File: config.mk
export PLATFORM = sky130hd
export DESIGN_NAME = fu_cdb_arbiter
export DESIGN_NICKNAME = d
export VERILOG_FILES = /design/src/rtl/fu_cdb_arbiter_pkg.sv /design/src/rtl/fu_cdb_arbiter_rr_pick.sv /design/src/rtl/fu_cdb_arbiter.sv
export SDC_FILE = /design/constraint.sdc
export NUM_CORES = 1
export LEC_CHECK = 0
export CORE_MARGIN = 5
export CORE_UTILIZATION = 43
export DETAILED_ROUTE_END_ITERATION = 12
export PLACE_DENSITY = 0.8
export SYNTH_ARGS = -nofsm -noshare
export SYNTH_HDL_FRONTEND = slang
export SYNTH_SLANG_ARGS = --single-unit
File: constraint.sdc
create_clock -name clock -period 7.89 [get_ports clock]
set_input_delay 1.578 -clock clock [delete_from_list [all_inputs] [get_ports clock]]
set_output_delay 1.578 -clock clock [all_outputs]
set_load 0.01 [all_outputs]
File: src/rtl/fu_cdb_arbiter_pkg.sv
// Shared types and sizing for the functional-unit to CDB completion arbiter.
package fu_cdb_arbiter_pkg;

  localparam int NUM_FU_ALU  = 3;
  localparam int NUM_FU_MULT = 2;
  localparam int NUM_FU_LOAD = 1;
  localparam int NUM_CDB     = 2;

  localparam int XLEN  = 32;
  localparam int PRN_W = 6;
  localparam int ROB_W = 5;

  typedef logic [PRN_W-1:0] PRN;
  typedef logic [XLEN-1:0]  DATA;
  typedef logic [ROB_W-1:0] ROBN;

  // What travels on one CDB slot.
  typedef struct packed {
    PRN  dest_prn;
    DATA value;
  } CDB_PACKET;

  // Common completion record carried by every functional unit.
  typedef struct packed {
    ROBN robn;
    PRN  dest_prn;
    DATA result;
  } BASIC_PACKET;

  // ALU results wrap the common record in a .basic field.
  typedef struct packed {
    BASIC_PACKET basic;
  } ALU_PACKET;

  // Prepared bits plus result packets as reported by the functional units.
  typedef struct packed {
    logic [NUM_FU_ALU-1:0]         alu_prepared;
    ALU_PACKET [NUM_FU_ALU-1:0]    alu_packet;
    logic [NUM_FU_MULT-1:0]        mult_prepared;
    BASIC_PACKET [NUM_FU_MULT-1:0] mult_packet;
    logic [NUM_FU_LOAD-1:0]        load_prepared;
    BASIC_PACKET [NUM_FU_LOAD-1:0] load_packet;
  } FU_STATE_PACKET;

endpackage

File: src/rtl/fu_cdb_arbiter_rr_pick.sv
// Combinational one-hot picker: first set request at or after start, wrapping.
module fu_cdb_arbiter_rr_pick #(
  parameter int N  = 6,
  parameter int IW = (N > 1) ? $clog2(N) : 1
) (
  input  logic [N-1:0]  req,
  input  logic [IW-1:0] start,
  output logic [N-1:0]  gnt,
  output logic [IW-1:0] idx,
  output logic          valid
);

  // Scan N positions from start, taking the first requester encountered.
  always_comb begin
    int          pos;
    logic [IW-1:0] pos_idx;
    gnt   = '0;
    idx   = '0;
    valid = 1'b0;
    for (int off = 0; off < N; off++) begin
      pos = int'(start) + off;
      if (pos >= N) begin
        pos = pos - N;
      end
      pos_idx = IW'(pos);
      if (!valid && req[pos_idx]) begin
        valid        = 1'b1;
        gnt[pos_idx] = 1'b1;
        idx          = pos_idx;
      end
    end
  end

endmodule

File: src/rtl/fu_cdb_arbiter.sv
// Rotating-priority completion arbiter: grants up to N_CDB prepared units per
// cycle and registers the winners onto the common data bus.
module fu_cdb_arbiter
  import fu_cdb_arbiter_pkg::*;
#(
  parameter int N_ALU  = NUM_FU_ALU,
  parameter int N_MULT = NUM_FU_MULT,
  parameter int N_LOAD = NUM_FU_LOAD,
  parameter int N_CDB  = NUM_CDB
) (
  input  logic                         clock,
  input  logic                         reset,
  input  logic                         squash,
  input  FU_STATE_PACKET               fu_state_packet,
  output logic [N_ALU-1:0]             alu_avail,
  output logic [N_MULT-1:0]            mult_avail,
  output logic [N_LOAD-1:0]            load_avail,
  output logic [N_CDB-1:0]             cdb_valid,
  output CDB_PACKET                    cdb_packet [N_CDB],
  output ROBN                          cdb_robn [N_CDB],
  output logic [$clog2(N_CDB+1)-1:0]   grant_count
);

  localparam int N_REQ = N_ALU + N_MULT + N_LOAD;
  localparam int IW    = (N_REQ > 1) ? $clog2(N_REQ) : 1;
  localparam int CW    = $clog2(N_CDB + 1);

  logic [N_REQ-1:0] req;
  logic [N_REQ-1:0] req_eff;
  logic [N_REQ-1:0] grant;
  BASIC_PACKET      flat_pkt [N_REQ];

  logic [N_REQ-1:0] mask     [N_CDB];
  logic [N_REQ-1:0] slot_gnt [N_CDB];
  logic [IW-1:0]    slot_idx [N_CDB];
  logic [N_CDB-1:0] slot_valid;

  logic [IW-1:0]    ptr_reg;
  logic [IW-1:0]    ptr_next;

  // Flatten units into one request vector: ALUs, then multipliers, then loads.
  genvar gi;
  generate
    for (gi = 0; gi < N_ALU; gi++) begin : g_alu
      assign req[gi]      = fu_state_packet.alu_prepared[gi];
      assign flat_pkt[gi] = fu_state_packet.alu_packet[gi].basic;
    end
    for (gi = 0; gi < N_MULT; gi++) begin : g_mult
      assign req[N_ALU+gi]      = fu_state_packet.mult_prepared[gi];
      assign flat_pkt[N_ALU+gi] = fu_state_packet.mult_packet[gi];
    end
    for (gi = 0; gi < N_LOAD; gi++) begin : g_load
      assign req[N_ALU+N_MULT+gi]      = fu_state_packet.load_prepared[gi];
      assign flat_pkt[N_ALU+N_MULT+gi] = fu_state_packet.load_packet[gi];
    end
  endgenerate

  // Nothing may be granted during reset or on a flush cycle.
  assign req_eff = (reset && !squash) ? req : '0;
  assign mask[0] = req_eff;

  // Chain of pickers; each slot sees the requests left after earlier slots.
  generate
    for (gi = 0; gi < N_CDB; gi++) begin : g_slot
      fu_cdb_arbiter_rr_pick #(
        .N  (N_REQ),
        .IW (IW)
      ) u_pick (
        .req   (mask[gi]),
        .start (ptr_reg),
        .gnt   (slot_gnt[gi]),
        .idx   (slot_idx[gi]),
        .valid (slot_valid[gi])
      );
      if (gi < N_CDB - 1) begin : g_mask
        assign mask[gi+1] = mask[gi] & ~slot_gnt[gi];
      end
    end
  endgenerate

  // Merge slot one-hots into the flat grant and count the filled slots.
  always_comb begin
    grant       = '0;
    grant_count = '0;
    for (int k = 0; k < N_CDB; k++) begin
      grant       = grant | slot_gnt[k];
      grant_count = grant_count + CW'(slot_valid[k]);
    end
  end

  assign alu_avail  = grant[N_ALU-1:0];
  assign mult_avail = grant[N_ALU +: N_MULT];
  assign load_avail = grant[N_ALU+N_MULT +: N_LOAD];

  // Advance the pointer past the last granted requester; flush restarts at 0.
  always_comb begin
    ptr_next = ptr_reg;
    if (squash) begin
      ptr_next = '0;
    end else begin
      for (int k = 0; k < N_CDB; k++) begin
        if (slot_valid[k]) begin
          ptr_next = (slot_idx[k] == IW'(N_REQ - 1)) ? '0 : slot_idx[k] + IW'(1);
        end
      end
    end
  end

  // Register pointer and CDB slots; invalid slots carry zeros.
  always_ff @(posedge clock or negedge reset) begin
    if (!reset) begin
      ptr_reg   <= '0;
      cdb_valid <= '0;
      for (int k = 0; k < N_CDB; k++) begin
        cdb_packet[k] <= '0;
        cdb_robn[k]   <= '0;
      end
    end else begin
      ptr_reg   <= ptr_next;
      cdb_valid <= slot_valid;
      for (int k = 0; k < N_CDB; k++) begin
        if (slot_valid[k]) begin
          cdb_packet[k] <= {flat_pkt[slot_idx[k]].dest_prn, flat_pkt[slot_idx[k]].result};
          cdb_robn[k]   <= flat_pkt[slot_idx[k]].robn;
        end else begin
          cdb_packet[k] <= '0;
          cdb_robn[k]   <= '0;
        end
      end
    end
  end

endmodule

==> impl_metrics.json <==
{
  "status": "finished clean",
  "switchingPower_mw": 3.11,
  "start_kind": "primary input",
  "hp-start": "ptr_reg[2]",
  "p_clk_share_pct": 7.3,
  "yosysUniqueCellTypes": 74,
  "worstRegToRegCells": 14,
  "r2r_slack_ns": 1.95,
  "r2r-start": "ptr_reg[1]",
  "holdCritPathClass": "reg2reg",
  "grt_pass1_vias": 9805,
  "drv_slew": 0,
  "p_seq_share_pct": 12.5,
  "worstSetupPathType": "in2out",
  "period_minus_slack_ns": 7.46,
  "drv_cap": 0,
  "syn_nets": 1256,
  "critPathArrivalTime_ns": 5.88,
  "rows": 52,
  "finalSetupTns_ns": 0,
  "instances_no_fill": 1568,
  "grt_pass1_wl_mm": 59.5,
  "ctsResizeCount": 0,
  "dr.pass1.iters": 6,
  "area_growth_pct": 46.8,
  "vias": 9988,
  "yosys_register_bits": 91,
  "path_delay_family": "simple AND/OR/NAND/NOR gates",
  "antenna_found_initial": 6,
  "whs_path_depth": 2,
  "die_area_um2": 23400,
  "irDropWorstVdd_mv": 0.627,
  "fp.dieW_um": 153,
  "synth_edf_count": 0,
  "dr.first_iter.drc_count": 853,
  "grtUsageTotal_pct": 32.0,
  "portBuffers": 362,
  "slowest_stage": "clkdlybuf4s50_1",
  "place.gp.congestion": 0.950,
  "path_clk_slew_ns": 0.07,
  "path_cells": "clkdlybuf4s50_1, mux2i_1, a211oi_1, or3_4, nand4b_4, nor4_4, o22ai_1, a211o_1, o21ai_0, a221o_1, nor2_1, nor2_1, clkdlybuf4s50_1",
  "swShare_pct": 50.8,
  "p_int_mw": 3.01,
  "num-fill-cells": 1699,
  "post_dp_cell_area_um2": 12600,
  "io_pins": 363,
  "worst-path-buf-inv": 2,
  "clkSinkCount": 91,
  "synthSimpleGateAreaFrac_pct": 12.6,
  "cts_root_buffer": "clkbuf_16",
  "seq_area_um2": 2280,
  "numCtsBuffers": 9,
  "total_power_mw": 6.12,
  "slew_headroom_pct": 25.2,
  "start_util_pct": 43.5,
  "cts_tree": "yes",
  "yosys_warnings": 0,
  "final_layout_size_suffix_gt1_share_pct": 13.0,
  "multi_input_area_um2": 6110,
  "fp.dieH_um": 153,
  "stdcell_area_um2": 12900,
  "p_comb_share_pct": 80.2,
  "synth_compound_area_share_pct": 26.7,
  "timing.final.crit_share_pct": 94.5,
  "dp_cells": 1546,
  "core_region_area_um2": 20200,
  "gr-total-overflow": 0,
  "dp_hpwl_mm": 29.5,
  "clock_skew_ns": 0.0126,
  "avgSynthCellArea_um2": 9.01,
  "cts_setup_buffers": 0,
  "slowest_delay_ns": 0.56,
  "yosys_most_used_dff": "dfrtp_1",
  "p_leak_nw": 5.31,
  "post_drt_wl_per_cell_um": 25.5,
  "synthCells": 978,
  "synthMuxAreaShare_pct": 27.3,
  "finalSetupViolCount": 0,
  "crit_required_ns": 6.31,
  "synth_xor_area_share_pct": 0.398,
  "synth_fa_ha_area_share_pct": 1.56,
  "worst_hold_path.endpoint": "ptr_reg[2]",
  "ctsHoldBuffers": 0,
  "power_density_nw_per_um2": 473,
  "htreeDepth": 3,
  "cts.path.max_buffers": 2,
  "drtAntennaViolNets": 0,
  "hold_violations": 0,
  "rsz0062_at_grt": "false",
  "routed_wl_mm": 40.0,
  "worstSkewPairLatency_ns": 0.36,
  "finalNetCount": 1565,
  "drc_errors": 0,
  "via_per_inst": 6.37,
  "largest_reg_flops": 76,
  "critPathCaptureType": "output port",
  "synth_top_family_by_area": "multiplexers",
  "seq_area_frac_synth_pct": 25.9,
  "r2r-end": "cdb_packet[37]",
  "fmax_mhz": 134,
  "synth_area_um2": 8810,
  "grt_start_max_net_pins": 85,
  "worstMarginPinSlew_ns": 1.12,
  "path_max_fanout": 14,
  "synth_async_sr_flop_share_pct": 100,
  "whs_ns": 0.763
}
power by group through the flow:
stage	Combinational (mW)	Clock, mW	Sequential (mW)
floorplan	3.25	0	0.841
CTS	4.86	0.452	0.762
finish	4.90	0.447	0.764
global route	5.21	0.472	0.776
global placement	4.79	0	0.766
detailed placement	4.84	0	0.770
routing by layer:
metal  global-route usage [%]  wire length (um)  vias to the layer above
met4                     15.2              1910                        2
met2                     51.9             18800                      611
met1                     39.6             15200                     4829
met3                     8.71              4050                      102
li1                         -                 -                     4444
met5                        0                14                        -
tightest hold or removal path, stage by stage (launching register included):
cell and delay, ns:
dfrtp_1 0.33, buf_4 0.22, a221o_1 0.18
logic make-up (layout without fill, tap and decap cells):
logic type	Yosys count	in the layout
fa+ha+maj	11	11
simple gates	215	215
other cells	0	6
xor+xnor	4	4
mux	224	224
flops	91	91
buf+inv	101	415
compound gates	332	332
synth_stat cells (3+ instances only):
library cell,instances,area (um2)
mux2i_1,91,911
o31ai_1,3,22.5
buf_6,10,113
inv_1,7,26.3
buf_2,17,85.1
nand2b_1,6,37.5
and3_1,5,31.3
buf_1,5,18.8
nor3_1,15,75.1
mux2_1,37,417
o22ai_1,4,25.0
o32ai_1,4,35.0
a21o_1,5,37.5
nor4_1,7,43.8
a21boi_0,4,30.0
a211o_1,6,52.6
or3_1,7,43.8
clkbuf_1,58,218
a21oi_1,65,325
nor2b_1,4,25.0
o2bb2ai_1,9,78.8
nand3_1,56,280
nor2_1,73,274
a211oi_1,84,631
o21a_1,4,30.0
buf_4,3,22.5
a221o_1,45,450
o21ai_0,65,325
mux2_2,96,1080
xnor2_1,3,26.3
nand3b_1,4,30.0
ha_1,11,138
a31oi_1,5,31.3
nor3b_1,6,45.0
nand2_1,16,60.1
dfrtp_1,91,2280
cells in the final DEF, fill, tap and decap left out, types with 9 or more instances in the layout:
cell type,instances
buf_4,28
nand3_1,56
clkbuf_16,9
a21oi_1,65
a221o_1,45
o2bb2ai_1,9
nand2_1,15
mux2_1,37
o21ai_0,65
mux2i_1,91
clkdlybuf4s50_1,361
a211oi_1,83
nor3_1,14
mux2_2,96
ha_1,11
nor2_1,72
dfrtp_1,91
through the flow:
step	utilization [%]	setup WS, ns
floorplan	-	1.88
global placement	62.4	0.523
detailed placement	62.4	0.541
CTS	63.8	0.517
global route	63.9	0.261
finish	63.9	0.430
final cells by class:
cell class,count,share of cell area (%)
tap,270,2.61
multi-input combinational,786,47.2
sequential,91,17.6
timing repair buffer,391,29.9
inverter,8,0.232
clock inverter,7,0.571
antenna,6,0.116
clock buffer,9,1.74
worst max-delay path by stage:
stage	startpoint	to	slack (ns)	depth (start not counted)
5_1_grt	fu_state_packet[43]	load_avail	0.26	13
2_1_floorplan	fu_state_packet[130]	load_avail	1.88	12
3_3_place_gp	fu_state_packet[43]	load_avail	0.52	13
3_5_place_dp	fu_state_packet[43]	load_avail	0.54	13
6_report	fu_state_packet[43]	mult_avail[0]	0.43	13
4_1_cts	fu_state_packet[43]	load_avail	0.52	13
No activity file was read; power rests on OpenSTA's default activity.
